===== src/rtl/axi_slave_package.sv =====
`default_nettype none
// ============================================================================
// Module   : axi_slave_package
// Purpose  : Shared channel typedefs, receive-FSM state encoding and a burst
//            length check helper for the AXI master response receiver.
// Revision : 1.0 - initial release
// ============================================================================
package axi_slave_package;

    localparam int AXI_ID_W   = 4;
    localparam int AXI_DATA_W = 64;
    localparam int AXI_RESP_W = 2;

    typedef struct packed {
        logic [AXI_ID_W-1:0]   id;
        logic [AXI_RESP_W-1:0] resp;
        logic                  valid;
    } B_Channel_Slv_t;

    typedef struct packed {
        logic [AXI_ID_W-1:0]   id;
        logic [AXI_DATA_W-1:0] data;
        logic [AXI_RESP_W-1:0] resp;
        logic                  last;
        logic                  valid;
    } R_Channel_Slv_t;

    typedef struct packed {
        logic ready;
    } B_Channel_Msr_t;

    typedef struct packed {
        logic ready;
    } R_Channel_Msr_t;

    typedef enum logic [0:0] {
        RX_IDLE  = 1'b0,
        RX_BURST = 1'b1
    } rx_state_t;

    // cnt is the zero-based index of the beat being accepted; ARLEN is beats-1.
    function automatic logic len_mismatch(input logic       last,
                                          input logic [7:0] cnt,
                                          input logic [7:0] len);
        return last ? (cnt != len) : (cnt == len);
    endfunction

endpackage
`default_nettype wire


===== src/rtl/axi_resp_sync_fifo.sv =====
`default_nettype none
// ============================================================================
// Module   : axi_resp_sync_fifo
// Purpose  : Single-clock FIFO with combinational head; push accepted when
//            full if a pop happens in the same cycle. DEPTH: power of 2, >= 2.
// Revision : 1.0 - initial release
// ============================================================================
module axi_resp_sync_fifo #(
    parameter int WIDTH = 8,
    parameter int DEPTH = 4
) (
    input  logic             clk,
    input  logic             rst_n,
    input  logic             i_push,
    input  logic [WIDTH-1:0] i_data,
    input  logic             i_pop,
    output logic [WIDTH-1:0] o_data,
    output logic             o_full,
    output logic             o_empty
);

    localparam int AW = $clog2(DEPTH);

    logic [WIDTH-1:0] r_mem [DEPTH];
    logic [AW:0]      r_wr_ptr;
    logic [AW:0]      r_rd_ptr;
    logic             w_do_push;
    logic             w_do_pop;

    // Extra MSB distinguishes full (MSBs differ) from empty (pointers equal).
    assign o_empty   = (r_wr_ptr == r_rd_ptr);
    assign o_full    = (r_wr_ptr[AW] != r_rd_ptr[AW]) &&
                       (r_wr_ptr[AW-1:0] == r_rd_ptr[AW-1:0]);
    assign w_do_pop  = i_pop & ~o_empty;
    assign w_do_push = i_push & (~o_full | w_do_pop);
    assign o_data    = r_mem[r_rd_ptr[AW-1:0]];

    always_ff @(posedge clk) begin
        if (w_do_push) begin
            r_mem[r_wr_ptr[AW-1:0]] <= i_data;
        end
    end

    always_ff @(posedge clk or negedge rst_n) begin
        if (!rst_n) begin
            r_wr_ptr <= '0;
            r_rd_ptr <= '0;
        end else begin
            if (w_do_push) begin
                r_wr_ptr <= r_wr_ptr + {{AW{1'b0}}, 1'b1};
            end
            if (w_do_pop) begin
                r_rd_ptr <= r_rd_ptr + {{AW{1'b0}}, 1'b1};
            end
        end
    end

endmodule
`default_nettype wire


===== src/rtl/axi_master_resp_rx.sv =====
`default_nettype none
// ============================================================================
// Module   : axi_master_resp_rx
// Purpose  : AXI master-side B/R response receiver with buffering and burst
//            length / ID checking against the issued AR stream.
// Revision : 1.0 - initial release
// ============================================================================
module axi_master_resp_rx
    import axi_slave_package::*;
#(
    parameter int ID_WIDTH    = 4,
    parameter int DATA_WIDTH  = 64,
    parameter int RFIFO_DEPTH = 4,
    parameter int EXP_DEPTH   = 4
) (
    input  logic                  ACLK,
    input  logic                  ARESETn,
    // B channel
    input  logic [ID_WIDTH-1:0]   BID,
    input  logic [1:0]            BRESP,
    input  logic                  BVALID,
    output logic                  BREADY,
    // R channel
    input  logic [ID_WIDTH-1:0]   RID,
    input  logic [DATA_WIDTH-1:0] RDATA,
    input  logic [1:0]            RRESP,
    input  logic                  RLAST,
    input  logic                  RVALID,
    output logic                  RREADY,
    // Expected-burst queue
    input  logic                  exp_push,
    input  logic [ID_WIDTH-1:0]   exp_id,
    input  logic [7:0]            exp_len,
    output logic                  exp_full,
    // Buffered B out
    output logic                  b_out_valid,
    output logic [ID_WIDTH-1:0]   b_out_id,
    output logic [1:0]            b_out_resp,
    input  logic                  b_out_ready,
    // Buffered R out
    output logic                  r_out_valid,
    output logic [ID_WIDTH-1:0]   r_out_id,
    output logic [DATA_WIDTH-1:0] r_out_data,
    output logic [1:0]            r_out_resp,
    output logic                  r_out_last,
    input  logic                  r_out_ready,
    // Protocol error pulses
    output logic                  err_len,
    output logic                  err_id
);

    localparam int EXP_W = ID_WIDTH + 8;
    localparam int RF_W  = ID_WIDTH + DATA_WIDTH + 3;

    localparam logic [0:0] ST_IDLE  = RX_IDLE;
    localparam logic [0:0] ST_BURST = RX_BURST;

    // ------------------------------------------------------------------
    // B path: single holding register
    // ------------------------------------------------------------------
    logic                r_b_valid;
    logic [ID_WIDTH-1:0] r_b_id;
    logic [1:0]          r_b_resp;
    logic                w_b_push;
    logic                w_b_pop;

    assign BREADY      = ~r_b_valid | b_out_ready;
    assign w_b_push    = BVALID & BREADY;
    assign w_b_pop     = r_b_valid & b_out_ready;
    assign b_out_valid = r_b_valid;
    assign b_out_id    = r_b_id;
    assign b_out_resp  = r_b_resp;

    always_ff @(posedge ACLK or negedge ARESETn) begin
        if (!ARESETn) begin
            r_b_valid <= 1'b0;
            r_b_id    <= '0;
            r_b_resp  <= '0;
        end else if (w_b_push) begin
            r_b_valid <= 1'b1;
            r_b_id    <= BID;
            r_b_resp  <= BRESP;
        end else if (w_b_pop) begin
            r_b_valid <= 1'b0;
        end
    end

    // ------------------------------------------------------------------
    // Expected-burst queue and R beat buffer
    // ------------------------------------------------------------------
    logic [EXP_W-1:0]    w_exp_head;
    logic                w_exp_empty;
    logic                w_exp_pop;
    logic [ID_WIDTH-1:0] w_exp_head_id;
    logic [7:0]          w_exp_head_len;
    logic [RF_W-1:0]     w_rf_head;
    logic                w_rf_full;
    logic                w_rf_empty;
    logic                w_r_beat;

    axi_resp_sync_fifo #(
        .WIDTH (EXP_W),
        .DEPTH (EXP_DEPTH)
    ) u_exp_fifo (
        .clk     (ACLK),
        .rst_n   (ARESETn),
        .i_push  (exp_push),
        .i_data  ({exp_id, exp_len}),
        .i_pop   (w_exp_pop),
        .o_data  (w_exp_head),
        .o_full  (exp_full),
        .o_empty (w_exp_empty)
    );

    axi_resp_sync_fifo #(
        .WIDTH (RF_W),
        .DEPTH (RFIFO_DEPTH)
    ) u_r_fifo (
        .clk     (ACLK),
        .rst_n   (ARESETn),
        .i_push  (w_r_beat),
        .i_data  ({RID, RDATA, RRESP, RLAST}),
        .i_pop   (r_out_ready),
        .o_data  (w_rf_head),
        .o_full  (w_rf_full),
        .o_empty (w_rf_empty)
    );

    assign w_exp_head_id  = w_exp_head[EXP_W-1:8];
    assign w_exp_head_len = w_exp_head[7:0];
    assign r_out_valid    = ~w_rf_empty;
    assign {r_out_id, r_out_data, r_out_resp, r_out_last} = w_rf_head;

    // ------------------------------------------------------------------
    // R burst FSM
    // ------------------------------------------------------------------
    logic [0:0]          r_state;
    logic [ID_WIDTH-1:0] r_exp_id;
    logic [7:0]          r_exp_len;
    logic [7:0]          r_cnt;
    logic                r_err_len;
    logic                r_err_id;

    assign RREADY    = (r_state == ST_BURST) & ~w_rf_full;
    assign w_r_beat  = RVALID & RREADY;
    assign w_exp_pop = w_r_beat & RLAST;
    assign err_len   = r_err_len;
    assign err_id    = r_err_id;

    always_ff @(posedge ACLK or negedge ARESETn) begin
        if (!ARESETn) begin
            r_state   <= ST_IDLE;
            r_exp_id  <= '0;
            r_exp_len <= '0;
            r_cnt     <= '0;
            r_err_len <= 1'b0;
            r_err_id  <= 1'b0;
        end else begin
            r_err_len <= w_r_beat & len_mismatch(RLAST, r_cnt, r_exp_len);
            r_err_id  <= w_r_beat & (RID != r_exp_id);
            case (r_state)
                ST_IDLE: begin
                    if (!w_exp_empty) begin
                        r_state   <= ST_BURST;
                        r_exp_id  <= w_exp_head_id;
                        r_exp_len <= w_exp_head_len;
                        r_cnt     <= '0;
                    end
                end
                ST_BURST: begin
                    // A wrong length is only flagged; RLAST alone closes the burst.
                    if (w_r_beat) begin
                        r_cnt <= r_cnt + 8'd1;
                        if (RLAST) begin
                            r_state <= ST_IDLE;
                        end
                    end
                end
                default: r_state <= ST_IDLE;
            endcase
        end
    end

endmodule
`default_nettype wire

===== config.mk =====
export PLATFORM = sky130hd
export DESIGN_NAME = axi_master_resp_rx
export DESIGN_NICKNAME = d
export VERILOG_FILES = /design/src/rtl/axi_slave_package.sv /design/src/rtl/axi_resp_sync_fifo.sv /design/src/rtl/axi_master_resp_rx.sv
export SDC_FILE = /design/constraint.sdc
export NUM_CORES = 1
export LEC_CHECK = 0
export CAP_MARGIN = 5
export CORE_AREA = 2 2 180 182
export CTS_CLUSTER_DIAMETER = 120
export DETAILED_ROUTE_END_ITERATION = 16
export DIE_AREA = 0 0 182 184
export PLACE_DENSITY = 0.73
export SYNTH_ARGS = -nofsm -noshare
export SYNTH_HDL_FRONTEND = slang
export SYNTH_SLANG_ARGS = --single-unit

===== constraint.sdc =====
create_clock -name ACLK -period 3.7 [get_ports ACLK]
set_input_delay 0.74 -clock ACLK [delete_from_list [all_inputs] [get_ports ACLK]]
set_output_delay 0.74 -clock ACLK [all_outputs]
set_load 0.02 [all_outputs]

======== Word level (Yosys, flattened, before mapping) ========
Memories as Yosys holds them, arrays and structs flattened. A register that Yosys moved wholly into a read port is not among the register bits.
Index checks and enable logic that the tools add are counted.
storage, ports and cells
  input bits .............................. 96
  memories kept ........................... 2
  register bits after elaboration ......... 30
  bits in writable memories ............... 332
operators by class
  bitwise operators ....................... 20
  equality and inequality tests ........... 11
  $add $sub $neg .......................... 5
  mux-type cells .......................... 14
  reductions and logical operators ........ 6
memory list
  name              words  width  read ports  clocked after memory_dff  wr ports  line                      source
  u_r_fifo.r_mem    4      71     1           0                         1         axi_resp_sync_fifo.sv:24  logic [WIDTH-1:0] r_mem [DEPTH];
  u_exp_fifo.r_mem  4      12     1           1                         1         axi_resp_sync_fifo.sv:24
operator list
  operator                                               count
  2-to-1 mux 8 bit                                       2
  one-hot mux 8 bit (2 select lines)                     1
  adder 3 x 1 -> 3 bit, second input constant            4
  bitwise AND 1 bit                                      11
  2-to-1 mux 1 bit                                       10
  adder 8 x 1 -> 8 bit, second input constant            1
  == test 8 bit                                          1
  inequality test 8 bit                                  1
  == test 3 bit                                          2
  inverter 1 bit                                         6
  == test 2 bit                                          2
  inequality test 4 bit                                  1
  AND reduction 2 bit                                    2
  bitwise OR 1 bit                                       3
  logical AND 1 bit                                      2
  inequality test 1 bit                                  2
  inequality test 2 x 1 -> 1 bit, second input constant  1
  inequality test 2 bit, second input constant           1
  one-hot mux 1 bit (2 select lines)                     1
  nonzero test 2 bit                                     1
  logical NOT 1 bit                                      1

======== Longest topological paths before layout ========
  depth after elaboration ................. 11
  gate-level depth with buffers ........... 6
  depth with buffers taken out ............ 4

======== Cells and area by module ========
Synthesis repeated with hierarchy kept, for this count alone.
second synthesis, totals
  cells, all modules ...................... 631
  area total of the unflattened synthesis .. 14209.9 um^2
by module, submodules not included
  module                           area each (um^2)  instances  seq. area each (um^2)  cells an instance
  axi_resp_sync_fifo (u_r_fifo)    10665.2           1          8678.3                 417
  axi_resp_sync_fifo (u_exp_fifo)  2207.1            1          1591.5                 106
  axi_master_resp_rx               1337.5            1          750.7                  108

======== Worst setup path before layout ========
No wires, ideal clock.
  path kind ............................... input -> register
  from .................................... in RVALID
  to ...................................... mem u_r_fifo.r_mem[1][0] (netlist name) (enable)
  data arrival time ....................... 2.955 ns
  setup slack ............................. 0.309 ns
  stages .................................. 4
  cell sequence ........................... nand2_1 a31oi_1 clkbuf_1 and2_1
on the way
  cells in the longest elaborated chain, start to end .. 4
ends and longest elaborated chain
  item                                    line                       source
  start: declaration                      axi_master_resp_rx.sv:28   input logic RVALID,
  bitwise AND 1 bit                       axi_master_resp_rx.sv:145  assign w_r_beat = RVALID & RREADY;
  bitwise AND 1 bit                       axi_resp_sync_fifo.sv:35   assign w_do_push = i_push & (~o_full | w_do_pop);
  2-to-1 mux 1 bit                        axi_resp_sync_fifo.sv:39   if (w_do_push) begin
  2-to-1 mux 1 bit (not written as such)  axi_resp_sync_fifo.sv:40   r_mem[r_wr_ptr[AW-1:0]] <= i_data;
  end: declaration                        axi_resp_sync_fifo.sv:24
No other way between the ends.

======== Worst setup path in the final report ========
  from .................................... reg u_r_fifo.r_rd_ptr[0]
  to ...................................... out r_out_data[22]
on the way
  cells in the longest elaborated chain, start to end .. 1
ends and longest elaborated chain
  item                      line                      source
  start: declaration        axi_resp_sync_fifo.sv:26  logic [AW:0] r_rd_ptr;
  start signal: assignment  axi_resp_sync_fifo.sv:53  r_rd_ptr <= r_rd_ptr + {{AW{1'b0}}, 1'b1};
  memory read (4 x 71 bit)  --
  end: declaration          axi_master_resp_rx.sv:43  output logic [DATA_WIDTH-1:0] r_out_data,
No other way between the ends.

==> results by group <==
Run status
  – Status: finished clean

Timing
  – RSZ-0062 raised after global routing: false
  – Final setup fails: 0
  – Setup TNS: 0 ns
  – Final worst-path cycle share: 93.60%
  – Worst Skew: 0.01408 ns
  – Tmin final: 3.463 ns
  – Slew @ Worst Pin: 0.9789 ns
  – Slew margin rel.: 34.74%
  – Fin. Hold Viols: 0
  – Achievable Freq: 288.7 MHz
  – Final Slew Violations: 0

Cells and area
  – Post-route design area: 17850 sq um
  – NumNets Final: 935
  – Area Growth Syn to Fin: 27.20%
  – Fillers: 2318
  – Multi-input gate area: 2892 sq um
  – Layout cells sized above 1: 23.08%
  – FF+latch area: 11030 sq um

Worst hold path
  – Hold Crit Class: primary input to asynchronous set/reset pin

CTS
  – Hold-fix buffers, CTS: 0
  – Setup Fix Bufs, Post-CTS: 0
  – Clk slew on worst S/H paths: 0.06 ns
  – Clock Latency Late Sink: 0.53 ns
  – Clock Path Buffers: 3
  – Num CTS Buffers: 40
  – H-tree depth: 2
  – TritonCTS Sinks: 374
  – Cts repair resizes: 0
  – Root buffer cell: clkbuf_16
  – CTS tree: yes

GRT
  – Met2 Usage GRT: 26.27%
  – Largest net degree at the start of global routing: 60
  – Antenna violations before repair: 0
  – Total GRT Usage: 15.90%
  – Gr ovfl total: 0
  – Global-route wire length before repair: 40530 um
  – M1 GR Usage: 21.70%
  – GR Util met3: 3.586%
  – Busiest grt layer: met2
  – Vias in the first global route: 7102

Detailed routing
  – Initial DRC count: 518
  – Initial DRT Pass Iterations: 4
  – Per-cell routed wire length: 20.86 um
  – Vias: 6693
  – Final WL: 26310 um
  – Post-route ant nets: 0
  – Post-route DRC: 0
  – Vias/cell: 5.308

Worst setup path
  – FF-to-FF End: u_exp_fifo.r_mem[0][0]
  – Worst reg2reg setup slack: 1.20 ns
  – Critical path type: flip-flop to output pin
  – Reg2Reg Depth: 5
  – CP Max Fanout: 20
  – CP Launch Type: flip-flop
  – Crit-path cells: buf_4 -> mux4_2 -> clkdlybuf4s50_1
  – CP required: 2.96 ns
  – Critical path capture point type: output pin
  – CP max stage cell: dfrtp_4
  – Worst path max stage delay: 0.70 ns
  – Data arrival, critical path: 2.72 ns
  – Reg2reg start: u_r_fifo.r_rd_ptr[0]

Synthesis
  – Synthesis Warnings: 0
  – Most common cell in the netlist: edfxtp_1
  – Predominant post-synthesis flop cell: edfxtp_1
  – Largest family of logic cells by synthesized area: multiplexers
  – Top cells by count, synth: edfxtp_1, mux4_2, dfrtp_1, xnor2_1, mux2_2
  – Ys async rst share: 11.23%
  – Synth Area in Compound Gates: 0.9806%
  – Post-synthesis register bit count: 374
  – Post-Syn Instances: 609
  – Post-Synth XOR/XNOR Area: 1.676%
  – Mapped Nets: 716
  – Synth Cell Area: 14040 sq um
  – Post-Synth Simple-Gate Area: 1.658%
  – Number of enable flip-flop cells after synthesis: 332
  – Largest cells by area after synthesis: edfxtp_1, mux4_2, dfrtp_1, mux2_2, xnor2_1
  – Synth top area share: 71.03%
  – Post-synthesis sequential area ratio: 78.52%
  – Avg Cell Area, Syn: 23.05 sq um
  – Post-Synth Adder-Cell Area: 0.9806%
  – Mux share of post-synthesis cell area: 15.23%
  – Cell taking the most area after synthesis: edfxtp_1
  – Count of cell types in the netlist: 35

Placed design
  – HPWL Detailed: 16560 um
  – Placer congestion estimate: 0.7455
  – Placed instance area: 16490 sq um
  – Port Buf Inserts: 179

Pwr
  – Pleak: 5.965 nW
  – Max VDD drop: 0.5947 mV
  – Cell Pwr Density: 856.4 nW/um^2

Floorplan
  – Die X: 182 um
  – Initial Util: 44.71%
  – Die footprint: 33490 sq um
  – Die height: 184 um
  – # IOs: 180
  – Rows: 65
  – Core Area: 31390 sq um

Job
  – Number of max-cap violations: 0
[final cells by class]
class                      instances  area share (%)
inverter                           7          0.1472
clock inverter                    28           1.857
multi-input combinational        205           16.20
antenna                            1         0.01402
timing repair buffer             200           11.45
tap                              402           2.817
sequential                       374           61.77
clock buffer                      44           5.747
[cells by family after synthesis]
| logic type | count (synthesis) |
|---|---|
| flops | 374 |
| compound gates | 19 |
| simple gates | 42 |
| mux | 107 |
| xor+xnor | 26 |
| buf+inv | 30 |
| fa+ha+maj | 11 |
[worst max-delay path, delay by kind of cell (launching register included)]
| kind | cells | cell delay [ns] |
|---|---|---|
| mux | 1 | 0.55 |
| flops | 1 | 0.70 |
| buf+inv | 2 | 0.94 |
[stage by stage]
step	power [W]	setup WS [ns]	hold slack, ns	utilization, %	instances
floorplan	0.009258	0.3086	0.4444	-	609
global placement	0.01133	0.5873	0.4773	52.54	1188
detailed placement	0.01142	0.5890	0.4772	52.54	1188
CTS	0.01552	0.1648	0.4144	56.86	1260
global route	0.01602	0.07807	0.4583	56.86	1260
finish	0.01529	0.2366	0.3828	56.87	1261
[where the power goes]
part	total, W	internal [W]	switching, W
Sequential	0.00610	0.00567	0.000436
Combinational	0.00512	0.00256	0.00256
Clock	0.00406	0.00249	0.00157
[cells in the final DEF, fill, tap and decap left out, types with 2 or more instances in the layout]
cell type,instances
a21oi_1,5
and2_1,3
nor2_1,5
clkinv_1,7
nand3b_1,2
ha_1,11
nand2_1,6
a31oi_1,2
o21ai_0,3
inv_1,7
buf_12,8
bufinv_16,7
nand2b_1,3
clkinv_2,9
or4_1,3
edfxtp_1,332
dfrtp_4,2
o31ai_1,3
mux4_2,83
mux2_2,22
or3_1,3
dfrtp_1,40
nand3_1,7
xnor2_1,23
nand4_1,4
xor2_1,2
clkdlybuf4s50_1,178
buf_4,13
clkbuf_16,40
clkinv_4,2
clkbuf_1,3
and2_4,4
[registers in the layout, indices dropped and copies added (netlist names)]
| name | count |
|---|---|
| u_exp_fifo.r_rd_ptr | 3 |
| r_state | 1 |
| r_cnt | 8 |
| err_len | 1 |
| u_r_fifo.r_wr_ptr | 3 |
| b_out_resp | 2 |
| b_out_id | 4 |
| r_exp_len | 8 |
| u_exp_fifo.r_mem | 48 |
| u_exp_fifo.r_wr_ptr | 3 |
| b_out_valid | 1 |
| r_exp_id | 4 |
| u_r_fifo.r_mem | 284 |
| err_id | 1 |
| u_r_fifo.r_rd_ptr | 3 |
[per-layer routing]
layer	wire [um]	share of wire, %
met2	12850	49
met1	11260	43
met5	0	0
met3	1706	6.5
met4	494	1.9
[how the worst max path moves through the flow]
stage	startpoint	endpoint	slack, ns
5_1_grt	u_r_fifo.r_rd_ptr[0]	r_out_data[27]	0.08
6_report	u_r_fifo.r_rd_ptr[0]	r_out_data[22]	0.24
4_1_cts	u_r_fifo.r_rd_ptr[0]	r_out_data[22]	0.16
3_3_place_gp	RLAST	u_exp_fifo.r_mem[0][0]	0.59
3_5_place_dp	RLAST	u_exp_fifo.r_mem[1][0]	0.59
2_1_floorplan	RVALID	u_r_fifo.r_mem[1][0]	0.31
Power figures use the tool's default switching activity.
==> variant 1, RTL diff (same settings) <==
Reset style: synchronous (`ARESETn` and `rst_n`), changed in 3 clocked blocks.
--- a/src/rtl/axi_resp_sync_fifo.sv
+++ b/src/rtl/axi_resp_sync_fifo.sv
@@ -41,7 +41,7 @@
         end
     end
 
-    always_ff @(posedge clk or negedge rst_n) begin
+    always_ff @(posedge clk) begin
         if (!rst_n) begin
             r_wr_ptr <= '0;
             r_rd_ptr <= '0;
--- a/src/rtl/axi_master_resp_rx.sv
+++ b/src/rtl/axi_master_resp_rx.sv
@@ -71,7 +71,7 @@
     assign b_out_id    = r_b_id;
     assign b_out_resp  = r_b_resp;
 
-    always_ff @(posedge ACLK or negedge ARESETn) begin
+    always_ff @(posedge ACLK) begin
         if (!ARESETn) begin
             r_b_valid <= 1'b0;
             r_b_id    <= '0;
@@ -147,7 +147,7 @@
     assign err_len   = r_err_len;
     assign err_id    = r_err_id;
 
-    always_ff @(posedge ACLK or negedge ARESETn) begin
+    always_ff @(posedge ACLK) begin
         if (!ARESETn) begin
             r_state   <= ST_IDLE;
             r_exp_id  <= '0;
Behaviour: differs if ARESETn is asserted again (counterexample within 4 cycles, from zero or initial values and one cycle with ARESETn low); with ARESETn held inactive, the same outputs for 4 cycles.
==> variant 1 against the original RTL <==
Sequential cell count increased by 2; wire length increased by 2.8%; die area unchanged; synthesized area increased by 1.5%; critical endpoint is now r_out_data[36]; worst setup slack improved by 61 ps; cell area decreased by 0.17%; count of clock-buffer cells in the layout increased by 3.
Power is not compared: it rests on default switching activity, and its combinational part moved more than twofold at a synthesized area within 25%.
==> variant 1: results (changes against the original RTL) <==
- Layout cells sized above 1: 18.9% (was 23.1%)
- Detailed Route Iter0 Violations: 526 (was 518)
- Nets@finish: 1001 (was 935)
- Vias in the first global route: 7225 (was 7102)
- Ys Warns: 0 (unchanged)
- Synth async-reset ratio: 0% (was 11.2%)
- Filler Cell Count: 2304 (was 2318)
- Area contributors post-synth: edfxtp_1 70%, mux4_2 13%, dfxtp_1 6.2% (was edfxtp_1 71%, mux4_2 13%, dfrtp_1 7.5%)
- Worst-Skew Late Latency: 510 ps (was 530 ps)
- VDD IR max: 0.346 mV
- Total GRT Usage: 16.3% (was 15.9%)
- Num CTS Buffers: 38 (was 40)
- Setup bufs post-CTS: 0 (unchanged)
- Pleak: 5.68 nW
- First-pass GRT wire length: 41800 um (was 40500 um)
- Clock root buffer: clkbuf_16 (unchanged)
- Fin Clk Skew: 15.9 ps (was 14.1 ps)
- First-pass iteration count of the detailed router: 4 (unchanged)
- Port Buffer Count: 179 (unchanged)
- DR WL/cell: 20.4 um (was 20.9 um)
- Placed insts: 1256 (was 1188)
- Worst Path Max Fanout: 34 (was 20)
- Htree depth: 2 (unchanged)
- CTS resizes: 0 (unchanged)
- RePlAce Congestion: 0.754 (was 0.746)
- Largest net degree at the start of global routing: 36 (was 60)
- CTS clk-pin slew, worst paths: 60 ps (about the same)
- Outcome: complete, no violations (unchanged)
- Post-synth net total: 793 (was 716)
- Via count: 6966 (was 6693)
- Antenna diodes: 0 (was 1)
- Arr. time, crit path: 2660 ps (was 2720 ps)
- Sequential area share after synthesis: 76.1% (was 78.5%)
- Post-synth EDFFs: 332 (unchanged)
- Fmax: 294 MHz (was 289 MHz)
- Bufs on Longest Clock Path: 3 (unchanged)
- Yosys cell types: 48 (was 35)
- Worst hold-check path type: reg -> reg (was in -> async)
- Slew @ Worst Pin: 923 ps (was 979 ps)
- Cell count after synthesis: 686 (was 609)
- Synth top cells by count: 332 x edfxtp_1, 83 x mux4_2, 51 x nand2_1, 44 x dfxtp_1, 20 x a21boi_0 (was 332 x edfxtp_1, 83 x mux4_2, 42 x dfrtp_1, 23 x xnor2_1, 22 x mux2_2)
- Initial antenna violation count: 2 (was 0)
- WL final: 27000 um (was 26300 um)
- DPL Wire Length: 18000 um (was 16600 um)
- Max reg flops: 284 (unchanged)
==> variant 1: per-stage QoR <==
stage          setup slack, ps  hold WS [ps]  instance area, um^2  util [%]
6_report                   297           460                17800      56.8
2_1_floorplan              220           456                14300         -
3_3_place_gp               723           449                16600      53.0
4_1_cts                    245           467                17800      56.8
5_1_grt                    177           502                17800      56.8
3_5_place_dp               702           459                16600      53.0
==> variant 1: final timing paths <==
kind	start	endpoint	slack, ps	cells after the start
max	register	r_out_data[36]	300	3
min reg2reg	b_out_id[3]$_SDFFE_PN0P_	b_out_id[3]$_SDFFE_PN0P_	460	2
max reg2reg	u_r_fifo.r_wr_ptr[0]$_SDFFE_PN0P_	u_exp_fifo.r_mem[1][9]$_DFFE_PP_	1320	4
min	b_out_id[3]$_SDFFE_PN0P_	b_out_id[3]$_SDFFE_PN0P_	460	2
==> variant 1: power by group <==
part | internal [mW] | leakage, nW | switching, mW
logic | 0.618 | 1.73 | 0.576
clock network | 2.10 | 0.582 | 1.51
registers | 4.75 | 3.37 | 0.0757
total | 7.46 | 5.68 | 2.16
==> variant 1: kinds of logic after synthesis <==
| family | synth area share, % |
|---|---|
| flops | 76.1 |
| simple gates | 3.42 |
| mux | 13.5 |
| compound gates | 3.05 |
| buf+inv | 1.19 |
| xor+xnor | 1.70 |
| fa+ha+maj | 0.966 |
==> variant 1: layer usage <==
layer	vias up	wire length [um]	track usage [%]
li1	3200	-	-
met1	3516	11500	21.5
met2	207	13400	27.8
met3	39	1720	3.84
met4	4	408	3.77
met5	-	20	0
==> variant 1: final cells by class <==
cell class                      count  area, um^2  share of cell area, %
Tap cell                          402         503                   2.82
Clock inverter                     22         169                  0.948
Inverter                            7        26.3                  0.147
Timing Repair Buffer              198        2010                   11.3
Clock buffer                       47        1020                   5.70
Multi-Input combinational cell    273        3240                   18.2
Sequential cell                   376       10900                   60.9
==> variant 1: worst max-delay path: stages (launching register included) <==
cell	delay (ps)
dfxtp_4	620
buf_12	330
mux4_2	590
clkdlybuf4s50_1	570
==> variant 2, RTL diff (same settings) <==
Without the edit above. Change the parameter `DATA_WIDTH` from 64 to 72.
--- a/src/rtl/axi_master_resp_rx.sv
+++ b/src/rtl/axi_master_resp_rx.sv
@@ -9,7 +9,7 @@
     import axi_slave_package::*;
 #(
     parameter int ID_WIDTH    = 4,
-    parameter int DATA_WIDTH  = 64,
+    parameter int DATA_WIDTH  = 72,
     parameter int RFIFO_DEPTH = 4,
     parameter int EXP_DEPTH   = 4
 ) (
Ports: changed (resized RDATA and r_out_data); port bits go from 180 to 196. No check against the original RTL was run, so the function may have changed too.
==> variant 2 against the original RTL <==
Sequential cell count rose by 32; core utilization is 4.6 points higher; synthesized area is 8.6% higher; hold slack lost 87 ps; cell area is 8.0% higher; non-clock buffer count increased by 10; via count rose by 6.1%; maximum frequency is 3.4% higher; power is 7.7% higher; wire length up 6.0%; global-route usage is 1.0 points higher; worst setup slack better by 110 ps; synthesized cell count is 7.7% higher; critical endpoint is now r_out_data[59]; largest cell class unchanged; highest routed layer is now met5.
==> variant 2: results (changes against the original RTL) <==
- Normalized max-slew margin: 49.1% (was 34.7%)
- DPL Wire Length: 17200 um (was 16600 um)
- Num CTS Buffers: 43 (was 40)
- Worst Setup EP: r_out_data[59] (was r_out_data[22])
- Filler Cell Count: 2212 (was 2318)
- Post-synth EDFFs: 364 (was 332)
- P_clk: 4.31 mW (was 4.06 mW)
- Largest net degree at the start of global routing: 82 (was 60)
- Slowest CP cell: mux4_2 (was dfrtp_4)
- Detailed Route Iter0 Violations: 521 (was 518)
- Combinational power: 5.63 mW (was 5.12 mW)
- Post-synth net total: 771 (was 716)
- RR Endpoint: u_exp_fifo.r_mem[1][1]$_DFFE_PP_ (was u_exp_fifo.r_mem[0][0]$_DFFE_PP_)
- Post-DR vias/cell: 5.36 (was 5.31)
- Crit-path max cell delay: 610 ps (was 700 ps)
- First-pass GRT wire length: 43300 um (was 40500 um)
- Adder-cell share of the synthesized area: 0.903% (was 0.981%)
- Met2 wire len: 13500 um (was 12900 um)
- Synth async-reset ratio: 10.3% (was 11.2%)
- WL met3: 1990 um (was 1710 um)
- DR WL/cell: 21.1 um (was 20.9 um)
- Via count: 7100 (was 6693)
- VDD IR max: 0.534 mV (was 0.595 mV)
- Cell count after synthesis: 656 (was 609)
- Total GRT Usage: 16.9% (was 15.9%)
- Met2 usage: 27.8% (was 26.3%)
- Port Buffer Count: 195 (was 179)
- RR Startpoint: u_r_fifo.r_rd_ptr[1]$_DFFE_PN0P_ (was u_r_fifo.r_rd_ptr[0]$_DFFE_PN0P_)
- Fin Clk Skew: 18.0 ps (was 14.1 ps)
- RePlAce Congestion: 0.748 (was 0.746)
- Met3 Use GR: 4.16% (was 3.59%)
- Antenna diodes: 0 (was 1)
- Flop2flop setup slack: 1350 ps (was 1200 ps)
- Area contributors post-synth: edfxtp_1 72%, mux4_2 13%, dfrtp_1 6.9% (was edfxtp_1 71%, mux4_2 13%, dfrtp_1 7.5%)
- Layout cells sized above 1: 22.8% (was 23.1%)
- Synth Area in Compound Gates: 1.10% (was 0.981%)
- Max reg flops: 316 (was 284)
- First-pass iteration count of the detailed router: 5 (was 4)
- Worst Path Max Fanout: 62 (was 20)
- Yosys cell types: 37 (was 35)
- Met1 usage: 23.0% (was 21.7%)
- Sequential area share after synthesis: 78.6% (was 78.5%)
- Outcome: complete, no violations (unchanged)
- R2R depth: 4 (was 5)
- XOR/XNOR Fraction of Synth Area: 1.77% (was 1.68%)
- Routed met1 length: 11800 um (was 11300 um)
- Placed insts: 1244 (was 1188)
[variant 2: cell types whose count changed after synthesis, sizes merged, moves of 2 or more]
| cell | delta |
|---|---|
| edfxtp | +32 |
| mux4 | +8 |
| nor3b | +2 |
| a21o | +2 |
| mux2 | -2 |
| a31oi | +2 |
| xor2 | +2 |
| nand2 | +2 |
[variant 2: per-stage QoR]
stage               util [%]  power [mW]  cell area (um^2)  setup WS [ps]
finish                  61.4        16.5             19300            351
global route            61.4        17.2             19300            224
CTS                     61.4        16.7             19300            281
detailed placement      56.8        12.4             17800            662
global placement        56.8        12.3             17800            748
floorplan                  -        10.1             15200            108
[variant 2: final cells by class]
| type | instances | area, um^2 | share of cell area [%] |
|---|---|---|---|
| clock buffers | 55 | 1160 | 6.03 |
| clock inverters | 25 | 292 | 1.51 |
| inverters | 7 | 26.3 | 0.136 |
| multi-input cells | 219 | 3130 | 16.2 |
| flip-flops and latches | 406 | 12000 | 62.2 |
| well taps | 402 | 503 | 2.61 |
| repair buffers | 210 | 2180 | 11.3 |
[variant 2: worst min path at each step]
stage	end	depth (start not counted)	startpoint	slack, ps
after global placement	u_r_fifo.r_rd_ptr[2]$_DFFE_PN0P_	1	u_r_fifo.r_rd_ptr[2]$_DFFE_PN0P_	480
final	u_r_fifo.r_wr_ptr[2]$_DFFE_PN0P_	1	ARESETn	300
after floorplan	b_out_id[0]$_DFFE_PN0P_	0	ARESETn	440
after CTS	r_cnt[6]$_DFFE_PN0P_	1	ARESETn	290
after detailed placement	u_r_fifo.r_wr_ptr[2]$_DFFE_PN0P_	1	u_r_fifo.r_wr_ptr[2]$_DFFE_PN0P_	480
after global routing	r_cnt[7]$_DFFE_PN0P_	1	ARESETn	330
